`src/rtl/keypad_pkg.sv`:
```
// ============================================================================
// Module : keypad_pkg
// Brief  : Shared FSM state encoding and width helper for the keypad paint front end.
// Rev    : 1.0  initial release
// ============================================================================
`default_nettype none

package keypad_pkg;

  typedef enum logic [2:0] {
    IDLE  = 3'd0,
    DEB_P = 3'd1,
    PRESS = 3'd2,
    HELD  = 3'd3,
    DEB_R = 3'd4
  } state_t;

  // A candidate is AW+1 bits wide; this value in its top bit means "no key down".
  localparam logic NONE = 1'b1;

  function automatic int clog2(input int n);
    int r;
    r = 0;
    while ((1 << r) < n) r++;
    return (r < 1) ? 1 : r;
  endfunction

endpackage

`default_nettype wire

```
`src/rtl/keypad_scan.sv`:
```
// ============================================================================
// Module : keypad_scan
// Brief  : Column rotation, dwell timing, row synchroniser and per-scan key candidate.
// Rev    : 1.0  initial release
// ============================================================================
`default_nettype none

module keypad_scan
  import keypad_pkg::*;
#(
  parameter int ROWS     = 4,
  parameter int COLS     = 4,
  parameter int SCAN_DIV = 50000,
  parameter int AW       = clog2(ROWS * COLS)
) (
  input  logic               clk,
  input  logic               rst,
  output logic [COLS-1:0]    col,
  input  logic [ROWS-1:0]    fila,
  output logic [2**AW-1:0]   keys,
  output logic [AW:0]        cand,
  output logic               scan_done
);

  localparam int c_dwell_w = clog2(SCAN_DIV);
  localparam int c_col_w   = clog2(COLS);

  logic [c_dwell_w-1:0] r_dwell;
  logic [c_col_w-1:0]   r_col_idx;
  logic [ROWS-1:0]      r_fila_s1, r_fila_s2;
  logic [2**AW-1:0]     r_mask, r_keys, w_mask;
  logic [AW:0]          r_cand, w_low;
  logic                 r_scan_done;
  logic                 w_last_dwell, w_last_col;

  assign col          = ~(COLS'(1) << r_col_idx);
  assign w_last_dwell = (r_dwell == c_dwell_w'(SCAN_DIV - 1));
  assign w_last_col   = (r_col_idx == c_col_w'(COLS - 1));

  // Refresh the bits of the column currently driven low; other columns keep last sample.
  always_comb begin
    w_mask = r_mask;
    for (int r = 0; r < ROWS; r++) begin
      for (int c = 0; c < COLS; c++) begin
        if (c == int'(r_col_idx)) w_mask[r*COLS+c] = ~r_fila_s2[r];
      end
    end
  end

  always_comb begin
    w_low = '1;
    for (int i = ROWS * COLS - 1; i >= 0; i--) begin
      if (w_mask[i]) w_low = (AW+1)'(i);
    end
  end

  always_ff @(posedge clk or posedge rst) begin
    if (rst) begin
      r_dwell     <= '0;
      r_col_idx   <= '0;
      r_fila_s1   <= '1;
      r_fila_s2   <= '1;
      r_mask      <= '0;
      r_keys      <= '0;
      r_cand      <= '1;
      r_scan_done <= 1'b0;
    end else begin
      r_fila_s1   <= fila;
      r_fila_s2   <= r_fila_s1;
      r_scan_done <= 1'b0;
      if (w_last_dwell) begin
        r_dwell <= '0;
        r_mask  <= w_mask;
        if (w_last_col) begin
          r_col_idx   <= '0;
          r_keys      <= w_mask;
          r_cand      <= w_low;
          r_scan_done <= 1'b1;
        end else begin
          r_col_idx <= r_col_idx + c_col_w'(1);
        end
      end else begin
        r_dwell <= r_dwell + c_dwell_w'(1);
      end
    end
  end

  assign keys      = r_keys;
  assign cand      = r_cand;
  assign scan_done = r_scan_done;

endmodule

`default_nettype wire

```
`src/rtl/keypad_paint_ctrl.sv`:
```
// ============================================================================
// Module : keypad_paint_ctrl
// Brief  : Debounced matrix keypad to colour-bank writer; optional tone when
//          KEYPAD_TONE_EN is defined (otherwise tone_out is tied low).
// Rev    : 1.0  initial release
// ============================================================================
`default_nettype none

module keypad_paint_ctrl
  import keypad_pkg::*;
#(
  parameter int ROWS      = 4,
  parameter int COLS      = 4,
  parameter int COLOR_W   = 3,
  parameter int SCAN_DIV  = 50000,
  parameter int DEB_N     = 3,
  parameter int TONE_BASE = 25000,
  parameter int TONE_STEP = 1000
) (
  input  logic                            clk,
  input  logic                            rst,
  output logic [COLS-1:0]                 col,
  input  logic [ROWS-1:0]                 fila,
  output logic [clog2(ROWS*COLS)-1:0]     key_code,
  output logic                            key_held,
  output logic                            wr_en,
  output logic [clog2(ROWS*COLS)-1:0]     wr_addr,
  output logic [COLOR_W-1:0]              wr_data,
  output logic                            tone_out
);

  localparam int c_aw = clog2(ROWS * COLS);
  localparam int c_nk = 2 ** c_aw;
  localparam int c_dw = clog2(DEB_N + 1);

  logic [c_nk-1:0]    w_keys;
  logic [c_aw:0]      w_cand;
  logic               w_scan_done;

  state_t             r_state, w_next;
  logic [c_dw-1:0]    r_deb, w_deb_next, w_deb_inc;
  logic [c_aw-1:0]    r_key, w_key_next, r_key_code;
  logic               r_key_held, r_wr_en;
  logic [COLOR_W-1:0] r_wr_data, w_colour_new;
  logic [COLOR_W-1:0] r_colour [c_nk];

  keypad_scan #(
    .ROWS     (ROWS),
    .COLS     (COLS),
    .SCAN_DIV (SCAN_DIV),
    .AW       (c_aw)
  ) u_scan (
    .clk       (clk),
    .rst       (rst),
    .col       (col),
    .fila      (fila),
    .keys      (w_keys),
    .cand      (w_cand),
    .scan_done (w_scan_done)
  );

  assign w_deb_inc    = r_deb + c_dw'(1);
  assign w_colour_new = r_colour[r_key] + COLOR_W'(1);

  always_ff @(posedge clk or posedge rst) begin
    if (rst) r_state <= IDLE;
    else     r_state <= w_next;
  end

  // Press debounce follows the lowest-index candidate; release debounce follows the held key itself.
  always_comb begin
    w_next     = r_state;
    w_deb_next = r_deb;
    w_key_next = r_key;
    case (r_state)
      IDLE: begin
        if (w_scan_done && (w_cand[c_aw] != NONE)) begin
          w_key_next = w_cand[c_aw-1:0];
          w_deb_next = c_dw'(1);
          w_next     = (DEB_N == 1) ? PRESS : DEB_P;
        end
      end
      DEB_P: begin
        if (w_scan_done) begin
          if (w_cand == {1'b0, r_key}) begin
            w_deb_next = w_deb_inc;
            if (w_deb_inc == c_dw'(DEB_N)) w_next = PRESS;
          end else begin
            w_next = IDLE;
          end
        end
      end
      PRESS: w_next = HELD;
      HELD: begin
        if (w_scan_done && !w_keys[r_key]) begin
          w_deb_next = c_dw'(1);
          w_next     = (DEB_N == 1) ? IDLE : DEB_R;
        end
      end
      DEB_R: begin
        if (w_scan_done) begin
          if (!w_keys[r_key]) begin
            w_deb_next = w_deb_inc;
            if (w_deb_inc == c_dw'(DEB_N)) w_next = IDLE;
          end else begin
            w_next = HELD;
          end
        end
      end
      default: w_next = IDLE;
    endcase
  end

  always_ff @(posedge clk or posedge rst) begin
    if (rst) begin
      r_deb      <= '0;
      r_key      <= '0;
      r_key_code <= '0;
      r_key_held <= 1'b0;
      r_wr_en    <= 1'b0;
      r_wr_data  <= '0;
      for (int i = 0; i < c_nk; i++) r_colour[i] <= '0;
    end else begin
      r_deb      <= w_deb_next;
      r_key      <= w_key_next;
      r_key_held <= (w_next == HELD) || (w_next == DEB_R);
      r_wr_en    <= (r_state == PRESS);
      if (r_state == PRESS) begin
        r_colour[r_key] <= w_colour_new;
        r_wr_data       <= w_colour_new;
        r_key_code      <= r_key;
      end
    end
  end

  assign key_code = r_key_code;
  assign wr_addr  = r_key_code;
  assign key_held = r_key_held;
  assign wr_en    = r_wr_en;
  assign wr_data  = r_wr_data;

`ifdef KEYPAD_TONE_EN
  localparam int c_tw = clog2(((TONE_BASE > TONE_STEP) ? TONE_BASE : TONE_STEP) + 1);

  int              w_hp;
  logic [c_tw-1:0] w_half, r_tone_cnt;
  logic            r_tone;

  always_comb begin
    w_hp = TONE_BASE - int'(r_key_code) * TONE_STEP;
    if (w_hp < TONE_STEP) w_hp = TONE_STEP;
    w_half = c_tw'(w_hp);
  end

  always_ff @(posedge clk or posedge rst) begin
    if (rst) begin
      r_tone_cnt <= '0;
      r_tone     <= 1'b0;
    end else if (!r_key_held) begin
      r_tone_cnt <= '0;
      r_tone     <= 1'b0;
    end else if (r_tone_cnt == w_half - c_tw'(1)) begin
      r_tone_cnt <= '0;
      r_tone     <= ~r_tone;
    end else begin
      r_tone_cnt <= r_tone_cnt + c_tw'(1);
    end
  end

  assign tone_out = r_tone;
`else
  logic w_unused_tone;
  assign w_unused_tone = ^{TONE_BASE, TONE_STEP};
  assign tone_out      = 1'b0;
`endif

endmodule

`default_nettype wire

```
`config.mk`:
```
export PLATFORM = sky130hd
export DESIGN_NAME = keypad_paint_ctrl
export DESIGN_NICKNAME = d
export VERILOG_FILES = /design/src/rtl/keypad_pkg.sv /design/src/rtl/keypad_scan.sv /design/src/rtl/keypad_paint_ctrl.sv
export SDC_FILE = /design/constraint.sdc
export NUM_CORES = 1
export LEC_CHECK = 0
export ABC_AREA = 1
export CAP_MARGIN = 20
export CORE_UTILIZATION = 36
export CTS_CLUSTER_SIZE = 10
export DETAILED_ROUTE_END_ITERATION = 8
export SLEW_MARGIN = 20
export SYNTH_ARGS = -nofsm -noshare
export SYNTH_HDL_FRONTEND = slang
export SYNTH_HIERARCHICAL = 1
export SYNTH_SLANG_ARGS = --single-unit
```
`constraint.sdc`:
```
create_clock -name clk -period 2.8 [get_ports clk]
set_input_delay 0.42 -clock clk [delete_from_list [all_inputs] [get_ports clk]]
set_output_delay 0.42 -clock clk [all_outputs]
set_load 0.03 [all_outputs]
```
## Yosys cells after proc, flatten, opt, wreduce, memory -nomap -nowiden

Cells that the tools add are included.

| word-level totals | value |
|---|---|
| word-level logic and storage cells | 136 |
| output and inout port bits | 18 |
| input port bits | 6 |
| flip-flop bits (word level) | 130 |
| memories kept | 0 |
| memory bits (writable) | 0 |
| latch bits | 0 |
| bits in read-only memories | 0 |

| cells by class | value |
|---|---|
| reductions and logical operators | 11 |
| multiply operators | 0 |
| div/mod/pow operators | 0 |
| add/sub/neg operators | 4 |
| magnitude comparators | 3 |
| shift-type cells | 1 |
| equality and inequality tests | 19 |
| mux-type cells | 60 |
| bitwise operators | 7 |

Operators by type and width:

| kind | number |
|---|---|
| $mux W5 | 16 |
| $bwmux W48 | 1 |
| $mux W3 | 11 |
| $mux W1 | 19 |
| $add A16 B1 Y16 const B | 1 |
| $eq A16 B16 Y1 const B | 1 |
| $mux W16 | 1 |
| $pmux W3 S5 | 1 |
| $mux W2 | 7 |
| $bmux W3 S4 | 1 |
| $demux W3 S4 | 1 |
| $eq A3 B2 Y1 const B | 3 |
| $ne A2 B2 Y1 const B | 4 |
| $pmux W2 S4 | 1 |
| $reduce_and A7 Y1 | 1 |
| $eq A3 B3 Y1 const B | 2 |
| $eq A5 B4 Y1 | 1 |
| $ge A5 B5 Y1 const B | 1 |
| $lt A4 B5 Y1 const B | 1 |
| $lt A5 B1 Y1 const B | 1 |
| $not A1 Y1 | 5 |
| $not A4 Y5 | 1 |
| $add A2 B1 Y2 const B | 2 |
| $bmux W1 S4 | 1 |
| 15 further kinds | 21 |

## Depth between registers and ports, before layout

Gate-level depths: netlist of run 1.

| logic depth | value |
|---|---|
| depth in word-level cells | 18 |
| gate-level depth with buffers | 20 |
| depth with buffers taken out | 20 |

## Cells and area by module

Netlist of run 1, hierarchy kept.

Modules (own cells, without submodules):

| module | times used | cells an instance | area an instance (um^2) |
|---|---|---|---|
| keypad_paint_ctrl | 1 | 451 | 3444.6 |
| keypad_scan | 1 | 324 | 2890.3 |

## Worst setup path before layout of run 1

Ideal clock, no wire load.

| timing path | value |
|---|---|
| kind | register to register |
| start | register r_key[1] |
| end | register r_colour[10] (netlist name) |
| arrival | 2.263 ns |
| slack | 0.403 ns |
| stages on the path, launching flop included | 13 |
| period minus slack after synthesis | 2.397 ns |
| library setup time | 0.134 ns |
| cell sequence | dfrtp_1 buf_6 inv_2 nor2_2 buf_6 a22o_1 o21ai_1 nand4_1 buf_2 ha_1 inv_1 clkbuf_1 o21ai_0 |

| on the way | value |
|---|---|
| word-level cells in the longest chain between the ends | 6 |
| elaborated cells on any way between the ends | 11 |
| classes of those cells | 1 x add/sub; 2 x order compare; 6 x mux; 1 x bitwise; 1 x reduce/logical |

RTL lines:

| item | RTL line | text |
|---|---|---|
| start: declaration | keypad_paint_ctrl.sv:42 | `logic [c_aw-1:0] r_key, w_key_next, r_key_code;` |
| start signal: assignment | keypad_paint_ctrl.sv:125 | `r_key <= w_key_next;` |
| $not A4 Y5 (implied by the code) | keypad_paint_ctrl.sv:63 | `assign w_colour_new = r_colour[r_key] + COLOR_W'(1);` |
| $bmux W3 S4 | keypad_paint_ctrl.sv:63 |  |
| $mux W3 (implied by the code) (2 in series) | keypad_paint_ctrl.sv:63 |  |
| $add A3 B1 Y3 | keypad_paint_ctrl.sv:63 |  |
| via w_colour_new[1] | keypad_paint_ctrl.sv:44 | `logic [COLOR_W-1:0] r_wr_data, w_colour_new;` |
| $bwmux W48 | keypad_paint_ctrl.sv:129 | `r_colour[r_key] <= w_colour_new;` |
| end signal: indexed assignment | keypad_paint_ctrl.sv:129 |  |
| end: declaration | keypad_paint_ctrl.sv:45 | `logic [COLOR_W-1:0] r_colour [c_nk];` |

The timed path passes the listed nets, and every way through them passes these cells. The select of a mux whose other input is x is not followed.
A chain may end at the register's enable or synchronous reset.

## Final worst setup path of run 1

| timing path | value |
|---|---|
| start | register u_scan.r_col_idx[0] |
| end | output col[3] |

| on the way | value |
|---|---|
| word-level cells in the longest chain between the ends | 2 |

RTL lines:

| item | RTL line | text |
|---|---|---|
| start: declaration | keypad_scan.sv:29 | `logic [c_col_w-1:0] r_col_idx;` |
| start signal: assignment | keypad_scan.sv:80 | `r_col_idx <= r_col_idx + c_col_w'(1);` |
| $shl A1 B2 Y4 | keypad_scan.sv:36 | `assign col = ~(COLS'(1) << r_col_idx);` |
| $not A4 Y4 | keypad_scan.sv:36 |  |
| end: declaration | keypad_paint_ctrl.sv:22 | `output logic [COLS-1:0] col,` |

Every way passes these cells.

==> results.md, run 1 <==
- Status: completed
- GPL Wtd Cong: roughly 0.84
- CTS buffer count: 17
- Initial drt markers: around 340
- CORE AREA: 17200 um^2
- Antenna viol nets, final: 0
- Type of destination of the critical path: output pin
- Gr usage total: 16.7%
- Vias/cell: about 4.8
- Critical path arrival: roughly 2100 ps
- Number of global-route vias before repair: around 4800
- TritonCTS clock tree: done
- Rel. slew slack: roughly three fifths
- Die height: 135 um
- H-Tree Depth: 4
- RSZ-0062 raised after global routing: false
- Initial core utilization: between 30 and 40%
- Most common cell after layout, fill and taps aside: nand2_1
- Most frequent cells in the layout: nand2_1 (253), dfrtp_1 (116), o21ai_0 (79)
- Hold WC Path Type: input pin to asynchronous set/reset pin
- First-pass GRT wire length: about 24000 um
- Max-cap viol count: 0
- CP Cell Sequence: ha_1 -> inv_1 -> clkdlybuf4s50_1
- # placed instances: slightly above 1000
- IO Port Bufs: 22
- Nets: ~800
- Critical setup path kind: register to output pin
- Detailed Routing Iterations Pass 1: 5
- CTS clk-pin slew, worst paths: ~60 ps
- Grt ovf: 0
- Max Root-Sink Buffers: 2
- Final Hold Vio Count: 0
- Leak Pwr: 0.00354 uW
- Crit-path max FO: 11
- Clk network pwr share: between 50% and 60%
- Latest clock arrival within the worst-skew pair: between 400 and 500 ps
- CP Launch Type: register
- Synth Register Bits: 130
- Final TNS setup: 0 ps
- Mapped Nets: 788
- Largest net degree at the start of global routing: 56
- Power Internal: roughly 3600 uW
- Setup Skew: 7.27 ps
- F_max: roughly 0.4 GHz
- Synthesized area: between 6000 and 7000 um^2
- Reg power frac: a little over two fifths
- Netlist cell types: 45
- Gate Count Post-Synth: 775
- Final setup viols: 0
- I/O pin total: 24
- Post-DP HPWL: roughly 9600 um
- Std-Cell Rows: 48
- Switching Power: between 800 and 900 uW
- Tmin final: between 2000 and 3000 ps
- DRC viols: 0
- Die X: around 130 um
- Root Driver: clkbuf_16
- DIE AREA: 18100 um^2
- Drt wl/cell: between 10 and 15 um
- Switching Share: 19.3%
- Sequential share of the synthesized area: 51.6%
- P&R area growth vs syn: 17.5%
- Min Hold Slack: 291 ps
- Slew Viols, Final: 0
- Power Density: 597 nW/um^2
- N_diodes: 0
- Slowest stage delay, CP: between 700 and 800 ps
- IR drop worst, VDD: 0.449 mV
- Share of cells above drive strength 1: a little over a tenth
- Clock sinks: between 100 and 150
- Routed vias: slightly below 5000
- Post-Syn Area per Cell: around 8 um^2
- Proportion of power drawn by combinational gates: under 10%
- Final WL: between 10000 and 15000 um
- WP data required: 2380 ps
- Initial antenna violation count: 0
- Final period util: between 80% and 90%
- Crit-path slowest cell: clkdlybuf4s50_1
- Yosys Warn Count: 6
- Least-Margin Pin Slew: 589 ps
- Layout Cells excl Fill: about 1000
## flip-flops by register name, summed over array words and instances, names as in the netlist
signal	flops
r_key	4
u_scan/scan_done	1
key_held	1
u_scan/cand	5
r_state	3
u_scan/r_fila_s1	4
r_deb	2
key_code	4
u_scan/keys	16
wr_data	3
u_scan/r_col_idx	2
wr_en	1
u_scan/r_dwell	16
u_scan/r_fila_s2	4
u_scan/r_mask	16
r_colour	48
## per-layer routing
metal	vias up	GRT usage, %	part of all wire, %	wire length (um)
met1	2310	23.7	51	6980
met4	0	6.93	1.6	216
met5	-	0	0	0
li1	2545	-	-	-
met3	18	3.38	3.3	455
met2	95	24.9	44	6120
## Yosys cell counts (all sizes together)
| cell type | number | area, um^2 |
|---|---|---|
| conb | 1 | 3.75 |
| inv | 86 | 323 |
| a22o | 1 | 8.76 |
| a21o | 2 | 15.0 |
| nor4 | 2 | 18.8 |
| nand3b | 1 | 7.51 |
| nor3b | 1 | 7.51 |
| dfrtp | 117 | 2930 |
| o21bai | 2 | 15.0 |
| xor2 | 4 | 35.0 |
| o22ai | 1 | 6.26 |
| o221ai | 3 | 26.3 |
| o41ai | 1 | 16.3 |
| ha | 7 | 87.6 |
| a21oi | 16 | 80.1 |
| o211ai | 1 | 7.51 |
| nor3 | 10 | 50.1 |
| nand4 | 7 | 50.1 |
| a32o | 1 | 10.0 |
| a31oi | 2 | 12.5 |
| buf | 18 | 151 |
| o21ai | 95 | 505 |
| a22oi | 19 | 148 |
| nand2 | 257 | 980 |
| clkbuf | 8 | 41.3 |
| or2 | 4 | 25.0 |
| nand3 | 30 | 160 |
| dfstp | 13 | 342 |
| nor2 | 65 | 274 |
## timing repair
action | 4_1_cts | 5_1_grt
hold buffers | 0 | 0
setup buffers | 0 | 0
endpoints found under the setup margin | 0 | 29
resized for setup | 0 | 4
## power groups by stage
stage / clock, uW / combinational (uW) / sequential (uW)
finish: 2480 / 69.6 / 1900
global placement: 0 / 72.7 / 1930
detailed placement: 0 / 72.7 / 1930
floorplan: 0 / 43.5 / 1930
CTS: 2520 / 73.0 / 1900
global route: 2610 / 82.0 / 1900
## kinds of logic (layout without fill, tap and decap cells)
| logic type | after synthesis | count (layout) | synth area share [%] |
|---|---|---|---|
| buf+inv | 112 | 154 | 8.14 |
| fa+ha+maj | 7 | 7 | 1.38 |
| flops | 130 | 130 | 51.6 |
| compound gates | 144 | 144 | 13.4 |
| other cells | 1 | 1 | 0.0592 |
| simple gates | 377 | 377 | 24.8 |
| xor+xnor | 4 | 4 | 0.553 |
## metrics by stage
stage                     setup WS (ps)  cell area [um^2]  total power [uW]  utilization, %
after floorplan                     403              6330              1970               -
after global placement              203              6760              2000            39.2
after detailed placement            174              6760              2000            39.2
after CTS                           137              7430              4490            43.1
after global routing               74.5              7440              4580            43.2
final                               296              7440              4440            43.2
## cell type report
type | count | area, um^2
Clock inverter | 8 | 173
Inverter | 86 | 327
Tap cell | 225 | 282
Fill cell | 1732 | 9800
Timing Repair Buffer | 36 | 338
Multi-Input combinational cell | 533 | 2560
Sequential cell | 130 | 3270
Clock buffer | 24 | 492
## final timing paths
kind | depth (start not counted) | to | slack (ps) | startpoint
max | 3 | col[3] | 300 | u_scan/r_col_idx[0]
min | 2 | u_scan/r_dwell[9] | 290 | rst
max reg2reg | 10 | r_colour[37] | 320 | r_key[0]
min reg2reg | 0 | u_scan/r_fila_s2[0] | 350 | u_scan/r_fila_s1[0]
max in group asynchronous | 3 | r_colour[19] | 1820 | rst
min in group clk | 0 | u_scan/r_fila_s2[0] | 350 | u_scan/r_fila_s1[0]
## critical path, delay by kind of cell, from the launching register on
kind                       cells  cell delay [ps]
buffers and inverters          2              920
DFF                            1              400
adders and majority gates      1              350
No activity file was read; power rests on OpenSTA's default activity.
==> run 2: changes to the inputs <==
- CORE_MARGIN: not set -> 2
- clock period: 2.8 -> 3 ns (I/O delays scaled with it)
==> run 2 against run 1 <==
- register-to-register slack improved by 130 ps
- highest routed layer unchanged
- total power fell by 7.2%
- worst hold slack improved by 63 ps
- combinational power fell by 5.5%
- core utilization fell by 0.17 points
- first-iteration DRC count rose by 20%
==> results.md, run 2 (synthesized netlist as in run 1, its figures left out) <==
- Share of cells above drive strength 1: 10.2% (-0.45 points)
- Leak Pwr: 0.00354 uW (-0.16%)
- Post-DP HPWL: 9750 um (+1.8%)
- # hold bufs at CTS: 0 (unchanged)
- Detailed Routing Iterations Pass 1: 4 (-1)
- N_diodes: 0 (unchanged)
- DRC viols: 0 (unchanged)
- CTS clk-pin slew, worst paths: 60 ps (about the same)
- Die height: 137 um (+1.5%)
- Most common cell after layout, fill and taps aside: nand2_1
- CP Cell Sequence: inv_2 -> nor2_2 -> inv_1 -> o221ai_1 -> nand2_1 -> nand4_1 -> ha_1 -> inv_1 -> o21ai_0
- Top delay family on crit path: buffers and inverters
- Std-Cell Rows: 48 (unchanged)
- I/O pin total: 24 (unchanged)
- Antenna viol nets, final: 0 (unchanged)
- Slew Viols, Final: 0 (unchanged)
- Clock sinks: 130 (unchanged)
- Final TNS setup: 0 ps (unchanged)
- Hold WC Path Type: register to register
- IR drop worst, VDD: 0.377 mV (-16%)
- Worst hold stages: 0
- Grt ovf: 0 (unchanged)
- Gr usage total: 16.7% (about the same)
- CP Launch Type: register
- Critical Path Stages: 9 (+6)
- WP data required: 3280 ps (+900 ps)
- First-pass GRT wire length: 24600 um (+3.4%)
- Nets: 815 (-0.24%)
- Initial core utilization: 36.8% (unchanged)
- Initial drt markers: 403 (+20%)
- Rel. slew slack: 54.1% (-6.6 points)
- DIE AREA: 18700 um^2 (+3.0%)
- FILL cells: 1693 (-2.3%)
- Most frequent cells in the layout: nand2_1 (253), dfrtp_1 (117), o21ai_0 (79), inv_1 (79), nor2_1 (57)
- Power Total: 4120 uW (-7.2%)
- Top reg by flops: r_colour
- Critical setup path kind: register to register
- Vias/cell: 4.86 (+1.9%)
- Final Hold Vio Count: 0 (unchanged)
- Routed vias: 5047 (+1.6%)
- Max-cap viol count: 0 (unchanged)
- Post-cts resize count: 0 (unchanged)
- Setup Fix Bufs, Post-CTS: 0 (unchanged)
- CTS buffer count: 17 (unchanged)
- P&R area growth vs syn: 17.0%
- Drt wl/cell: 13.5 um (+2.1%)
- Crit-path max FO: 13 (+2)
- Type of destination of the critical path: register
- Slowest stage delay, CP: 520 ps (-190 ps)
- Latest clock arrival within the worst-skew pair: 420 ps (about the same)
- Reg2reg path depth: 9 (-1)
- Area occupied by multi-input gates: 2550 um^2 (-0.39%)
- Number of global-route vias before repair: 4863 (+2.1%)
- Initial antenna violation count: 0 (unchanged)
- Final WL: 14000 um (+1.9%)
- Die X: 137 um (+1.5%)
- CP dominant cell by count: inv_1
- Max Root-Sink Buffers: 2 (unchanged)
- F_max: 0.393 GHz
- GPL Wtd Cong: 0.915 (+8.4%)
- Reg area: 3270 um^2 (about the same)
- IO Port Bufs: 22 (unchanged)
- Max reg flops: 48 (unchanged)
- Least-Margin Pin Slew: 687 ps (+98.4 ps)
- H-Tree Depth: 4 (unchanged)
- Critical path arrival: 2820 ps (+740 ps)
- Largest net degree at the start of global routing: 42 (-25%)
- Crit-path slowest cell: dfrtp_1
- Status: completed
- Final period util: between 80% and 90%
- TritonCTS clock tree: done
- CORE AREA: 17200 um^2 (unchanged)
- RSZ-0062 raised after global routing: false
- Tmin final: about 2500 ps
- Power Density: 556 nW/um^2 (-6.8%)
- Root Driver: clkbuf_16
- Final setup viols: 0 (unchanged)
- CP bufs+invs: 3 (+1)
- Setup Skew: 9.38 ps (+2.12 ps)
-- run 2: layout make-up --
class / count / area share, %
clock buffer: 22 / 6.40
clock inverter: 9 / 2.40
inverter: 86 / 4.36
multi-input combinational: 533 / 34.4
sequential: 130 / 44.1
tap: 225 / 3.80
timing repair buffer: 34 / 4.52
-- run 2: through the flow --
step | worst slack (ps) | hold slack (ps) | util [%] | instance area (um^2) | std cells
3_5_place_dp | 469 | 347 | 39.2 | 6760 | 1008
2_1_floorplan | 603 | 345 | - | 6330 | 775
6_report | 455 | 355 | 43.0 | 7410 | 1039
5_1_grt | 242 | 360 | 43.0 | 7410 | 1039
3_3_place_gp | 541 | 346 | 39.2 | 6760 | 1008
4_1_cts | 443 | 355 | 43.0 | 7410 | 1039
-- run 2: final timing paths --
| kind | startpoint | end | slack [ps] |
|---|---|---|---|
| setup reg to reg | r_key[1] | r_colour[10] | 450 |
| hold reg to reg | u_scan/r_fila_s1[1] | u_scan/r_fila_s2[1] | 350 |
| min in group asynchronous | rst | u_scan/r_dwell[8] | 470 |
| setup / recovery | r_key[1] | r_colour[10] | 450 |
| hold / removal | u_scan/r_fila_s1[1] | u_scan/r_fila_s2[1] | 350 |
| max in group asynchronous | rst | u_scan/cand[3] | 1880 |
-- run 2: per-layer routing --
layer | vias to the layer above | wire [um] | global-route usage (%)
met1 | 2403 | 7330 | 24.8
li1 | 2543 | - | -
met5 | - | 0 | 0
met2 | 82 | 6020 | 24.2
met3 | 19 | 460 | 4.15
met4 | 0 | 210 | 4.63
-- run 2: worst reg2reg max path, delay by kind of cell (launching register included) --
kind            cells  cell delay, ps
simple gates        3             480
compound gates      2             430
flops               1             520
fa+ha+maj           1             290
buf+inv             3             700
-- run 2: report_power, final --
| group | switching [uW] | internal [uW] |
|---|---|---|
| registers | 4.17 | 1760 |
| clock network | 753 | 1540 |
| logic | 48.0 | 17.8 |
| total | 805 | 3320 |
